`src/rtl/race_game_ctrl_pkg.sv`:
```
// Shared definitions for the race game controller.
// Contents: FSM state encoding, winner encoding, BCD digit constants and a
// helper that tests a two-digit BCD value for 00.
package race_pkg;

    localparam int STATE_W = 3;

    typedef enum logic [STATE_W-1:0] {
        IDLE  = 3'd0,
        READY = 3'd1,
        PLAY  = 3'd2,
        DONE  = 3'd3
    } state_e;

    typedef enum logic [1:0] {
        WIN_NONE   = 2'b00,
        WIN_PLAYER = 2'b01,
        WIN_PC     = 2'b10,
        WIN_DRAW   = 2'b11
    } winner_e;

    localparam logic [3:0] BCD_NINE = 4'd9;
    localparam logic [3:0] BCD_ZERO = 4'd0;

    function automatic logic bcd2_is_zero(input logic [3:0] tens, input logic [3:0] ones);
        return (tens == BCD_ZERO) && (ones == BCD_ZERO);
    endfunction

endpackage

```
`src/rtl/race_game_ctrl_if.sv`:
```
// Signal bundle between the keyboard decode side and the race controller,
// including the status outputs consumed by the HEX/LED display drivers.
// master: keyboard/test side (drives start and keys, observes status)
// slave : race_game_ctrl (observes start and keys, drives status)
//
// Handshake: key_valid is a single-cycle strobe with key_correct qualifying
// it in the same cycle. There is no ready/backpressure: a strobe is consumed
// or ignored in the cycle it is presented. start is a level; only its rising
// edge matters.
interface race_game_ctrl_if;
    import race_pkg::*;

    logic               start;
    logic               key_valid;
    logic               key_correct;
    logic [STATE_W-1:0] state;
    logic [1:0]         ready_cnt;
    logic [3:0]         p_q0;
    logic [3:0]         p_q1;
    logic [3:0]         pc_q0;
    logic [3:0]         pc_q1;
    logic               locked;
    logic               ended;
    logic [1:0]         winner;

    modport master (
        output start, key_valid, key_correct,
        input  state, ready_cnt, p_q0, p_q1, pc_q0, pc_q1, locked, ended, winner
    );

    modport slave (
        input  start, key_valid, key_correct,
        output state, ready_cnt, p_q0, p_q1, pc_q0, pc_q1, locked, ended, winner
    );

endinterface

```
`src/rtl/race_game_ctrl_bcd2_down_counter.sv`:
```
// Two-digit BCD down-counter with synchronous load.
// Ports: clk, resetn (async active-low), load/load_val (load wins over dec),
// dec (decrement by one), q0/q1 (ones/tens digit), zero (value is 00).
// Decrementing 00 holds at 00; a ones digit of 0 borrows from the tens.
module bcd2_down_counter
    import race_pkg::*;
#(
    parameter logic [7:0] RESET_VAL = 8'h32
) (
    input  logic       clk,
    input  logic       resetn,
    input  logic       load,
    input  logic [7:0] load_val,
    input  logic       dec,
    output logic [3:0] q0,
    output logic [3:0] q1,
    output logic       zero
);

    logic [3:0] q0_q, q0_d;
    logic [3:0] q1_q, q1_d;

    always_comb begin
        q0_d = q0_q;
        q1_d = q1_q;
        if (load) begin
            q1_d = load_val[7:4];
            q0_d = load_val[3:0];
        end else if (dec) begin
            if (q0_q != BCD_ZERO) begin
                q0_d = q0_q - 4'd1;
            end else if (q1_q != BCD_ZERO) begin
                q0_d = BCD_NINE;
                q1_d = q1_q - 4'd1;
            end
        end
    end

    always_ff @(posedge clk or negedge resetn) begin
        if (!resetn) begin
            q0_q <= RESET_VAL[3:0];
            q1_q <= RESET_VAL[7:4];
        end else begin
            q0_q <= q0_d;
            q1_q <= q1_d;
        end
    end

    assign q0   = q0_q;
    assign q1   = q1_q;
    assign zero = bcd2_is_zero(q1_q, q0_q);

endmodule

```
`src/rtl/race_game_ctrl.sv`:
```
// Race round sequencer: player vs PC, each with a BCD score down-counter.
// Ports: clk, resetn (async active-low), game (slave side of
// race_game_ctrl_if: start/key inputs, state/counter/winner status outputs).
// Flow: IDLE -> READY (tick countdown) -> PLAY (player keys and paced PC
// decrements) -> DONE (winner held until the next start edge).
module race_game_ctrl
    import race_pkg::*;
#(
    parameter int TICK_DIV      = 50000000,
    parameter int START_TENS    = 3,
    parameter int START_ONES    = 2,
    parameter int READY_TICKS   = 3,
    parameter int PC_TICKS      = 1,
    parameter int PENALTY_TICKS = 2
) (
    input  logic              clk,
    input  logic              resetn,
    race_game_ctrl_if.slave   game
);

    localparam int TW  = $clog2(TICK_DIV + 1);
    localparam int PCW = $clog2(PC_TICKS + 1);
    localparam int PW  = $clog2(PENALTY_TICKS + 1);

    localparam logic [TW-1:0]  TICK_LAST  = TW'(TICK_DIV - 1);
    localparam logic [TW-1:0]  TICK_ONE   = TW'(1);
    localparam logic [PCW-1:0] PC_LAST    = PCW'(PC_TICKS - 1);
    localparam logic [PCW-1:0] PC_ONE     = PCW'(1);
    localparam logic [PW-1:0]  PEN_LOAD   = PW'(PENALTY_TICKS);
    localparam logic [PW-1:0]  PEN_ONE    = PW'(1);
    localparam logic [1:0]     READY_LOAD = 2'(READY_TICKS);
    localparam logic [7:0]     START_VAL  = {4'(START_TENS), 4'(START_ONES)};

    state_e         state_q, state_d;
    logic [TW-1:0]  tick_cnt_q, tick_cnt_d;
    logic           start_q;
    logic [1:0]     ready_cnt_q, ready_cnt_d;
    logic [PCW-1:0] pc_cnt_q, pc_cnt_d;
    logic [PW-1:0]  pen_cnt_q, pen_cnt_d;
    logic           locked_q, locked_d;
    logic           ended_q, ended_d;
    winner_e        winner_q, winner_d;

    logic tick;
    logic start_rise;
    logic cnt_load;
    logic p_dec, pc_dec;
    logic p_zero, pc_zero;

    // Free-running tick divider, independent of the FSM state.
    always_comb begin
        tick       = (tick_cnt_q == TICK_LAST);
        tick_cnt_d = tick ? '0 : tick_cnt_q + TICK_ONE;
    end

    assign start_rise = game.start & ~start_q;

    always_comb begin
        state_d     = state_q;
        ready_cnt_d = ready_cnt_q;
        pc_cnt_d    = pc_cnt_q;
        pen_cnt_d   = pen_cnt_q;
        locked_d    = locked_q;
        ended_d     = ended_q;
        winner_d    = winner_q;
        cnt_load    = 1'b0;
        p_dec       = 1'b0;
        pc_dec      = 1'b0;

        unique case (state_q)
            IDLE, DONE: begin
                locked_d  = 1'b0;
                pen_cnt_d = '0;
                if (start_rise) begin
                    cnt_load    = 1'b1;
                    ready_cnt_d = READY_LOAD;
                    winner_d    = WIN_NONE;
                    ended_d     = 1'b0;
                    state_d     = READY;
                end
            end

            READY: begin
                if (tick) begin
                    if (ready_cnt_q <= 2'd1) begin
                        ready_cnt_d = 2'd0;
                        pc_cnt_d    = '0;
                        state_d     = PLAY;
                    end else begin
                        ready_cnt_d = ready_cnt_q - 2'd1;
                    end
                end
            end

            PLAY: begin
                // End is judged on registered counters; the detecting cycle
                // performs no further decrements.
                if (p_zero || pc_zero) begin
                    state_d   = DONE;
                    ended_d   = 1'b1;
                    locked_d  = 1'b0;
                    pen_cnt_d = '0;
                    if (p_zero && pc_zero) begin
                        winner_d = WIN_DRAW;
                    end else if (p_zero) begin
                        winner_d = WIN_PLAYER;
                    end else begin
                        winner_d = WIN_PC;
                    end
                end else begin
                    // Keys during lockout are dropped so they cannot extend it.
                    if (locked_q) begin
                        if (tick) begin
                            if (pen_cnt_q <= PEN_ONE) begin
                                pen_cnt_d = '0;
                                locked_d  = 1'b0;
                            end else begin
                                pen_cnt_d = pen_cnt_q - PEN_ONE;
                            end
                        end
                    end else if (game.key_valid) begin
                        if (game.key_correct) begin
                            p_dec = 1'b1;
                        end else begin
                            locked_d  = 1'b1;
                            pen_cnt_d = PEN_LOAD;
                        end
                    end

                    if (tick) begin
                        if (pc_cnt_q == PC_LAST) begin
                            pc_dec   = 1'b1;
                            pc_cnt_d = '0;
                        end else begin
                            pc_cnt_d = pc_cnt_q + PC_ONE;
                        end
                    end
                end
            end

            default: state_d = IDLE;
        endcase
    end

    always_ff @(posedge clk or negedge resetn) begin
        if (!resetn) begin
            state_q     <= IDLE;
            tick_cnt_q  <= '0;
            start_q     <= 1'b0;
            ready_cnt_q <= 2'd0;
            pc_cnt_q    <= '0;
            pen_cnt_q   <= '0;
            locked_q    <= 1'b0;
            ended_q     <= 1'b0;
            winner_q    <= WIN_NONE;
        end else begin
            state_q     <= state_d;
            tick_cnt_q  <= tick_cnt_d;
            start_q     <= game.start;
            ready_cnt_q <= ready_cnt_d;
            pc_cnt_q    <= pc_cnt_d;
            pen_cnt_q   <= pen_cnt_d;
            locked_q    <= locked_d;
            ended_q     <= ended_d;
            winner_q    <= winner_d;
        end
    end

    bcd2_down_counter #(.RESET_VAL(START_VAL)) u_player_cnt (
        .clk      (clk),
        .resetn   (resetn),
        .load     (cnt_load),
        .load_val (START_VAL),
        .dec      (p_dec),
        .q0       (game.p_q0),
        .q1       (game.p_q1),
        .zero     (p_zero)
    );

    bcd2_down_counter #(.RESET_VAL(START_VAL)) u_pc_cnt (
        .clk      (clk),
        .resetn   (resetn),
        .load     (cnt_load),
        .load_val (START_VAL),
        .dec      (pc_dec),
        .q0       (game.pc_q0),
        .q1       (game.pc_q1),
        .zero     (pc_zero)
    );

    assign game.state     = state_q;
    assign game.ready_cnt = ready_cnt_q;
    assign game.locked    = locked_q;
    assign game.ended     = ended_q;
    assign game.winner    = winner_q;

endmodule

```
`src/flat_wrapper.sv`:
```
// flat-port wrapper written by rule: the top's interface ports become plain ports
module race_game_ctrl_flat import race_pkg::*;
#(
    parameter int TICK_DIV      = 50000000,
    parameter int START_TENS    = 3,
    parameter int START_ONES    = 2,
    parameter int READY_TICKS   = 3,
    parameter int PC_TICKS      = 1,
    parameter int PENALTY_TICKS = 2
)
  (clk, resetn, game_start, game_key_valid, game_key_correct, game_state, game_ready_cnt, game_p_q0, game_p_q1, game_pc_q0, game_pc_q1, game_locked, game_ended, game_winner);
  race_game_ctrl_if game_i ();
  input  logic clk;
  input  logic resetn;
  input wire logic [$bits(game_i.start)-1:0] game_start;
  input wire logic [$bits(game_i.key_valid)-1:0] game_key_valid;
  input wire logic [$bits(game_i.key_correct)-1:0] game_key_correct;
  output wire logic [$bits(game_i.state)-1:0] game_state;
  output wire logic [$bits(game_i.ready_cnt)-1:0] game_ready_cnt;
  output wire logic [$bits(game_i.p_q0)-1:0] game_p_q0;
  output wire logic [$bits(game_i.p_q1)-1:0] game_p_q1;
  output wire logic [$bits(game_i.pc_q0)-1:0] game_pc_q0;
  output wire logic [$bits(game_i.pc_q1)-1:0] game_pc_q1;
  output wire logic [$bits(game_i.locked)-1:0] game_locked;
  output wire logic [$bits(game_i.ended)-1:0] game_ended;
  output wire logic [$bits(game_i.winner)-1:0] game_winner;
  assign game_i.start = game_start;
  assign game_i.key_valid = game_key_valid;
  assign game_i.key_correct = game_key_correct;
  assign game_state = game_i.state;
  assign game_ready_cnt = game_i.ready_cnt;
  assign game_p_q0 = game_i.p_q0;
  assign game_p_q1 = game_i.p_q1;
  assign game_pc_q0 = game_i.pc_q0;
  assign game_pc_q1 = game_i.pc_q1;
  assign game_locked = game_i.locked;
  assign game_ended = game_i.ended;
  assign game_winner = game_i.winner;
  race_game_ctrl #(.TICK_DIV(TICK_DIV), .START_TENS(START_TENS), .START_ONES(START_ONES), .READY_TICKS(READY_TICKS), .PC_TICKS(PC_TICKS), .PENALTY_TICKS(PENALTY_TICKS)) u_core (.clk(clk), .resetn(resetn), .game(game_i));
endmodule
```
`config.mk`:
```
export PLATFORM = sky130hd
export DESIGN_NAME = race_game_ctrl_flat
export DESIGN_NICKNAME = d
export VERILOG_FILES = /design/src/rtl/race_game_ctrl_pkg.sv /design/src/rtl/race_game_ctrl_if.sv /design/src/rtl/race_game_ctrl_bcd2_down_counter.sv /design/src/rtl/race_game_ctrl.sv /design/src/flat_wrapper.sv
export SDC_FILE = /design/constraint.sdc
export NUM_CORES = 1
export LEC_CHECK = 0
export ABC_CLOCK_PERIOD_IN_PS = 2700
export CELL_PAD_IN_SITES_DETAIL_PLACEMENT = 1
export CELL_PAD_IN_SITES_GLOBAL_PLACEMENT = 1
export CORE_MARGIN = 2
export CORE_UTILIZATION = 30
export DETAILED_ROUTE_END_ITERATION = 12
export PLACE_DENSITY = 0.69
export SYNTH_ARGS = -nofsm -noshare
export SYNTH_HDL_FRONTEND = slang
export SYNTH_SLANG_ARGS = --single-unit
```
`constraint.sdc`:
```
create_clock -name clk -period 2.7 [get_ports clk]
set_clock_uncertainty 0.05 [all_clocks]
set_input_delay 0.54 -clock clk [delete_from_list [all_inputs] [get_ports clk]]
set_output_delay 0.54 -clock clk [all_outputs]
set_load 0.02 [all_outputs]
```
# ---- Word-level counts from Yosys, hierarchy flattened
# Index checks and enable logic that the tools add are counted.
dict set report word_totals {
  regBits 55
  input_bits 5
  output_inout_bits 25
  word_cells 137
}
dict set report op_classes {
  add_sub_neg 8
  magnitude_cmp 2
  eq_ne 15
  mux 65
  bitwise 2
  n_reduce_logical 32
}
# cell n
set op_table {}
lappend op_table {{4-bit two-way mux} 16}
lappend op_table {{26-bit by 1-bit adder with 26-bit output (second input constant)} 1}
lappend op_table {{26-bit equality test (second input constant)} 1}
lappend op_table {{2-bit two-way mux} 13}
lappend op_table {{26-bit two-way mux} 1}
lappend op_table {{1-bit two-way mux} 24}
lappend op_table {{4-bit logical NOT} 4}
lappend op_table {{4-bit nonzero test} 4}
lappend op_table {{4-bit by 1-bit subtractor with 4-bit output (second input constant)} 4}
lappend op_table {{2-bit by 1-bit inequality test with 1-bit output (second input constant)} 7}
lappend op_table {{2-bit nonzero test} 7}
lappend op_table {{3-bit two-way mux} 4}
lappend op_table {{2-bit one-hot mux with 2 select lines} 3}
lappend op_table {{3-bit AND reduction} 4}
lappend op_table {{3-bit one-hot mux with 3 select lines} 1}
lappend op_table {{4-bit by 2-bit inequality test with 1-bit output (second input constant)} 2}
lappend op_table {{4-bit AND reduction} 2}
lappend op_table {{3-bit by 2-bit equality test with 1-bit output (second input constant)} 2}
lappend op_table {{1-bit one-hot mux with 2 select lines} 3}
lappend op_table {{3-bit nonzero test} 2}
lappend op_table {{5-bit AND reduction} 1}
lappend op_table {{2-bit by 1-bit less-or-equal comparator with 1-bit output (second input constant)} 2}
lappend op_table {{4-bit inequality test (second input constant)} 1}
lappend op_table {{2-bit AND reduction} 2}
lappend op_table {{10 further kinds} 13}

# ---- Longest topological paths before layout
dict set report logic_depth {
  depth_word 7
  ltp_mapped 9
  ltp_nobuf 7
}

# ---- Modules after synthesis
# Synthesis repeated with hierarchy kept, for this count alone.
dict set report hier_totals {
  hier_cells 306
  hier_area_um2 3015.4
}
# module n_inst cells_per_inst area_per_inst_um2 seq_area_each_um2
set by_module_without_submodules {}
lappend by_module_without_submodules {race_game_ctrl 1 186 1926.8 925.9}
lappend by_module_without_submodules {bcd2_down_counter 2 60 544.3 203.9}

# ---- Least setup slack after synthesis
# Ideal clock, no wire load.
dict set report synth_timing {
  path_kind {reg-to-reg}
  start {reg u_core.tick_cnt_q[9]}
  end {reg u_core.u_pc_cnt.q0_q[1], in the netlist u_core.u_pc_cnt.q0[1]}
  setup_time_ns 0.082
  t_arrival_ns 2.388
  required_ns 2.568
  path_slack_ns 0.180
  stages_incl_launch_ff 6
  synth_period_minus_slack_ns 2.520
  cell_sequence {dfrtp_1 or4_1 or3_4 or4_4 or3_1 a211o_1}
}
dict set report synth_between {
  elab_chain_len 6
}
# item line_no
set synth_rtl {}
lappend synth_rtl {{start, declared} race_game_ctrl.sv:35} ;# logic [TW-1:0] tick_cnt_q, tick_cnt_d;
lappend synth_rtl {{start signal, assigned} race_game_ctrl.sv:158} ;# tick_cnt_q <= tick_cnt_d;
lappend synth_rtl {{26-bit equality test} race_game_ctrl.sv:52} ;# tick = (tick_cnt_q == TICK_LAST);
lappend synth_rtl {{1-bit two-way mux} race_game_ctrl.sv:130} ;# if (tick) begin
lappend synth_rtl {{1-bit two-way mux} race_game_ctrl.sv:98} ;# if (p_zero || pc_zero) begin
lappend synth_rtl {{1-bit two-way mux} race_game_ctrl.sv:70} ;# unique case (state_q)
lappend synth_rtl {{2-bit nonzero test (no source line)} -}
lappend synth_rtl {{2-bit AND reduction (no source line)} -}
lappend synth_rtl {{end signal, assigned} race_game_ctrl_bcd2_down_counter.sv:41} ;# q0_q <= RESET_VAL[3:0];
lappend synth_rtl {{end signal, assigned} race_game_ctrl_bcd2_down_counter.sv:44} ;# q0_q <= q0_d;
lappend synth_rtl {{end, declared} race_game_ctrl_bcd2_down_counter.sv:20} ;# logic [3:0] q0_q, q0_d;
# Every way passes these cells.
# A chain may end at the register's enable or synchronous reset.

# ---- Final worst setup path
dict set report layout_timing {
  start {reg u_core.tick_cnt_q[11]}
  end {reg u_core.u_pc_cnt.q0_q[1], in the netlist u_core.u_pc_cnt.q0[1]}
}
# Same word-level chain as after synthesis.

==> results.cfg <==
[grt]
globalRouteTotalUtil_pct = 14.4
gr-total-overflow = 0
grt_max_degree = 21
antenna_found_initial = 0
grt_pass1_vias = 2351
grt_pass1_wl_um = 11500

[place]
dp_hpwl_um = 4850
port_buffers = 28
gp_congestion = 0.784
post_dp_cell_area_um2 = 3200
preCtsSetupSlack_ps = 93.6
place_inst = 422

[setup_path]
reg2reg_to = u_core.u_pc_cnt.q0[1]
critPathSlowestCell = or4b_4
end_kind = flip-flop
path_delay_family = simple AND/OR/NAND/NOR gates
r2r_cells = 5
r2r_slack_ps = 90
crit_chain = or4b_4 > or3_4 > or4_4 > or3_1 > a211o_1
critPathMaxFanout = 4
cp-start-kind = flip-flop
timing.rr.start = u_core.tick_cnt_q[11]
worstPathRequired_ps = 2890
critPathKind = reg2reg
arrival_ps = 2800
cp_slowest_stage_delay_ps = 560
cp.depth = 5
crit_buf_inv = 0

[sta]
fin_crit_sh_pct = 96.7
timing.setup.tns_ps = 0
relSlewSlack_pct = 60.3
drv_slew = 0
final_hold_viol_count = 0
max_freq_mhz = 383
setup_viol = 0
worstMarginPinSlew_ps = 591
rsz0062_at_grt = false
layout_setup_ws_ps = 88.5
whs_ps = 106
post-route-min-period_ps = 2610

[power_and_ir_drop]
switching_share_pct = 23.8
irDropWorstVdd_mv = 0.222
power.density_nw_per_um2 = 402
power_leakage_nw = 1.44
p_seq_share_pct = 61.1
p_clk_share_pct = 34.2
p_int_mw = 1.01
netSwitchingPower_mw = 0.315
p_comb_share_pct = 4.7
p_total_mw = 1.32

[yosys]
synthArstFlopShare_pct = 100
synth.top_cell.area_share_pct = 43.4
netlist_area_um2 = 2710
syn_nets = 289
synthCells = 278
synthDistinctLibCells = 48
yosysWarnings = 0
synth_edf_count = 0
synthFlopType = dfrtp_1
syn_avg_cell_area_um2 = 9.75
synth_seq_cells = 53
synth_commonest_cells = dfrtp_1 (47), nand2_1 (27), nand3_1 (23), nor2_1 (23), inv_1 (15)
yosysSeqAreaShare_pct = 49.2
yosysMostFrequentCell = dfrtp_1
yosys.area.top_type = dfrtp_1
synth_area_leaders = dfrtp_1 (43%), dfstp_2 (5.8%), nand3_1 (4.2%), xor2_1 (4.2%), nand2_1 (3.7%)

[floorplanning]
die-area_um2 = 9810
num_rows = 34
die_height_um = 99.0
ios = 30
start_util_pct = 31.1
core_um2 = 8720
die_w_um = 99.0

[final_layout]
antenna_cells = 0
finalNonFillerCells = 431
area.growth.synth_to_final_pct = 21.7
final_nets = 333
post-route-util_pct = 37.8
layout-drive-gt1-share_pct = 10.8
post-route-cell-area_um2 = 3300

[clock_tree]
post_cts_buffers = 0
clk_latency_ps = 310
cts_buffers = 5
clock-sinks = 53
cts_resized = 0
cts.path.max_buffers = 2
cts_tree = yes
ctsHoldBuffers = 0
cts_root_buf = clkbuf_8
clkTransAtPathRegs_ps = 100
htreeDepth = 2

[routing]
routed_via_density = 5.11
drc_errors = 0
drtAntennaViolNets = 0
finalWirelength_um = 6560
vias = 2202
dr.pass1.iters = 4
drt-initial-drc-count = 62
routedWlPerCell_um = 15.2

[outcome]
outcome = completed

[flow_run]
drv_cap = 0

[worst_hold_path]
hold_class = in2async
==> area by class of cell <==
class | count | area [µm²]
clock buffer | 6 | 72.6
fill | 1007 | 5420
clock inverter | 2 | 15.0
tap | 108 | 135
timing repair buffer | 44 | 395
inverter | 15 | 56.3
sequential | 53 | 1330
multi-input combinational | 203 | 1290
==> state kept, by name, indices dropped and copies added (netlist names) <==
| register | cells |
|---|---|
| u_core.game.ready_cnt | 2 |
| u_core.u_pc_cnt.q1 | 4 |
| u_core.u_pc_cnt.q0 | 4 |
| u_core.u_player_cnt.q1 | 4 |
| u_core.tick_cnt_q | 26 |
| u_core.game.ended | 1 |
| u_core.pen_cnt_q | 2 |
| u_core.game.state | 2 |
| u_core.game.winner | 2 |
| u_core.start_q | 1 |
| u_core.u_player_cnt.q0 | 4 |
| u_core.game.locked | 1 |
==> power groups by stage <==
stage                     sequential [mW]  combinational [mW]  clock [mW]
after global routing                0.811              0.0697       0.510
after detailed placement            0.824              0.0647           0
after global placement              0.824              0.0641           0
after floorplan                     0.830              0.0172           0
final                               0.809              0.0626       0.453
after CTS                           0.809              0.0649       0.482
==> logic make-up (layout without fill, tap and decap cells) <==
group	after synthesis	after routing	synth area share, %
AND/OR/NAND/NOR	124	124	24.1
flip-flops	53	53	49.2
AO/OA/AOI/OAI	45	45	11.7
XOR/XNOR	24	24	7.76
buffers and inverters	22	67	3.19
adder cells (fa/ha/maj)	6	6	2.77
multiplexers	3	3	1.11
other	1	1	0.138
==> worst max path at each step <==
stage	startpoint	slack, ps	end
finish	u_core.tick_cnt_q[11]	90	u_core.u_pc_cnt.q0[1]
global route	u_core.tick_cnt_q[11]	5	u_core.u_pc_cnt.q0[3]
CTS	u_core.tick_cnt_q[9]	70	u_core.u_pc_cnt.q0[1]
detailed placement	u_core.tick_cnt_q[9]	90	u_core.u_pc_cnt.q0[1]
global placement	u_core.tick_cnt_q[9]	140	u_core.u_pc_cnt.q0[1]
floorplan	u_core.tick_cnt_q[9]	180	u_core.u_pc_cnt.q0[1]
==> layer usage <==
metal  up-vias  share of wire [%]  global-route usage, %
met5         -                  0                      0
met4         0                1.0                   3.48
met3         8                2.5                   2.41
met2        25                 50                   24.9
met1      1089                 47                   18.8
li1       1080                  -                      -
==> worst register-to-register path, cell delays in order, from the launching register on <==
cell and delay, ps:
dfrtp_1 420, or4b_4 560, or3_4 400, or4_4 430
or3_1 380, a211o_1 310
==> placed cells by master (no fill, tap or decap), types with 3 or more instances in the layout <==
| cell | instances |
|---|---|
| or3_1 | 6 |
| a211o_1 | 3 |
| nand4_1 | 6 |
| dfstp_2 | 6 |
| xnor2_1 | 11 |
| nand3b_1 | 4 |
| and3_1 | 6 |
| mux2i_1 | 3 |
| o211ai_1 | 8 |
| o21ai_0 | 7 |
| nand2_1 | 27 |
| nor3_1 | 4 |
| ha_1 | 6 |
| xor2_1 | 13 |
| dfrtp_1 | 47 |
| clkdlybuf4s50_1 | 27 |
| a21oi_1 | 8 |
| nor2_1 | 23 |
| inv_1 | 15 |
| nor4_1 | 5 |
| clkbuf_8 | 5 |
| buf_4 | 16 |
| or4_1 | 5 |
| o31ai_1 | 5 |
| nand2b_1 | 3 |
| nand3_1 | 23 |
No activity file was read; power rests on OpenSTA's default activity.
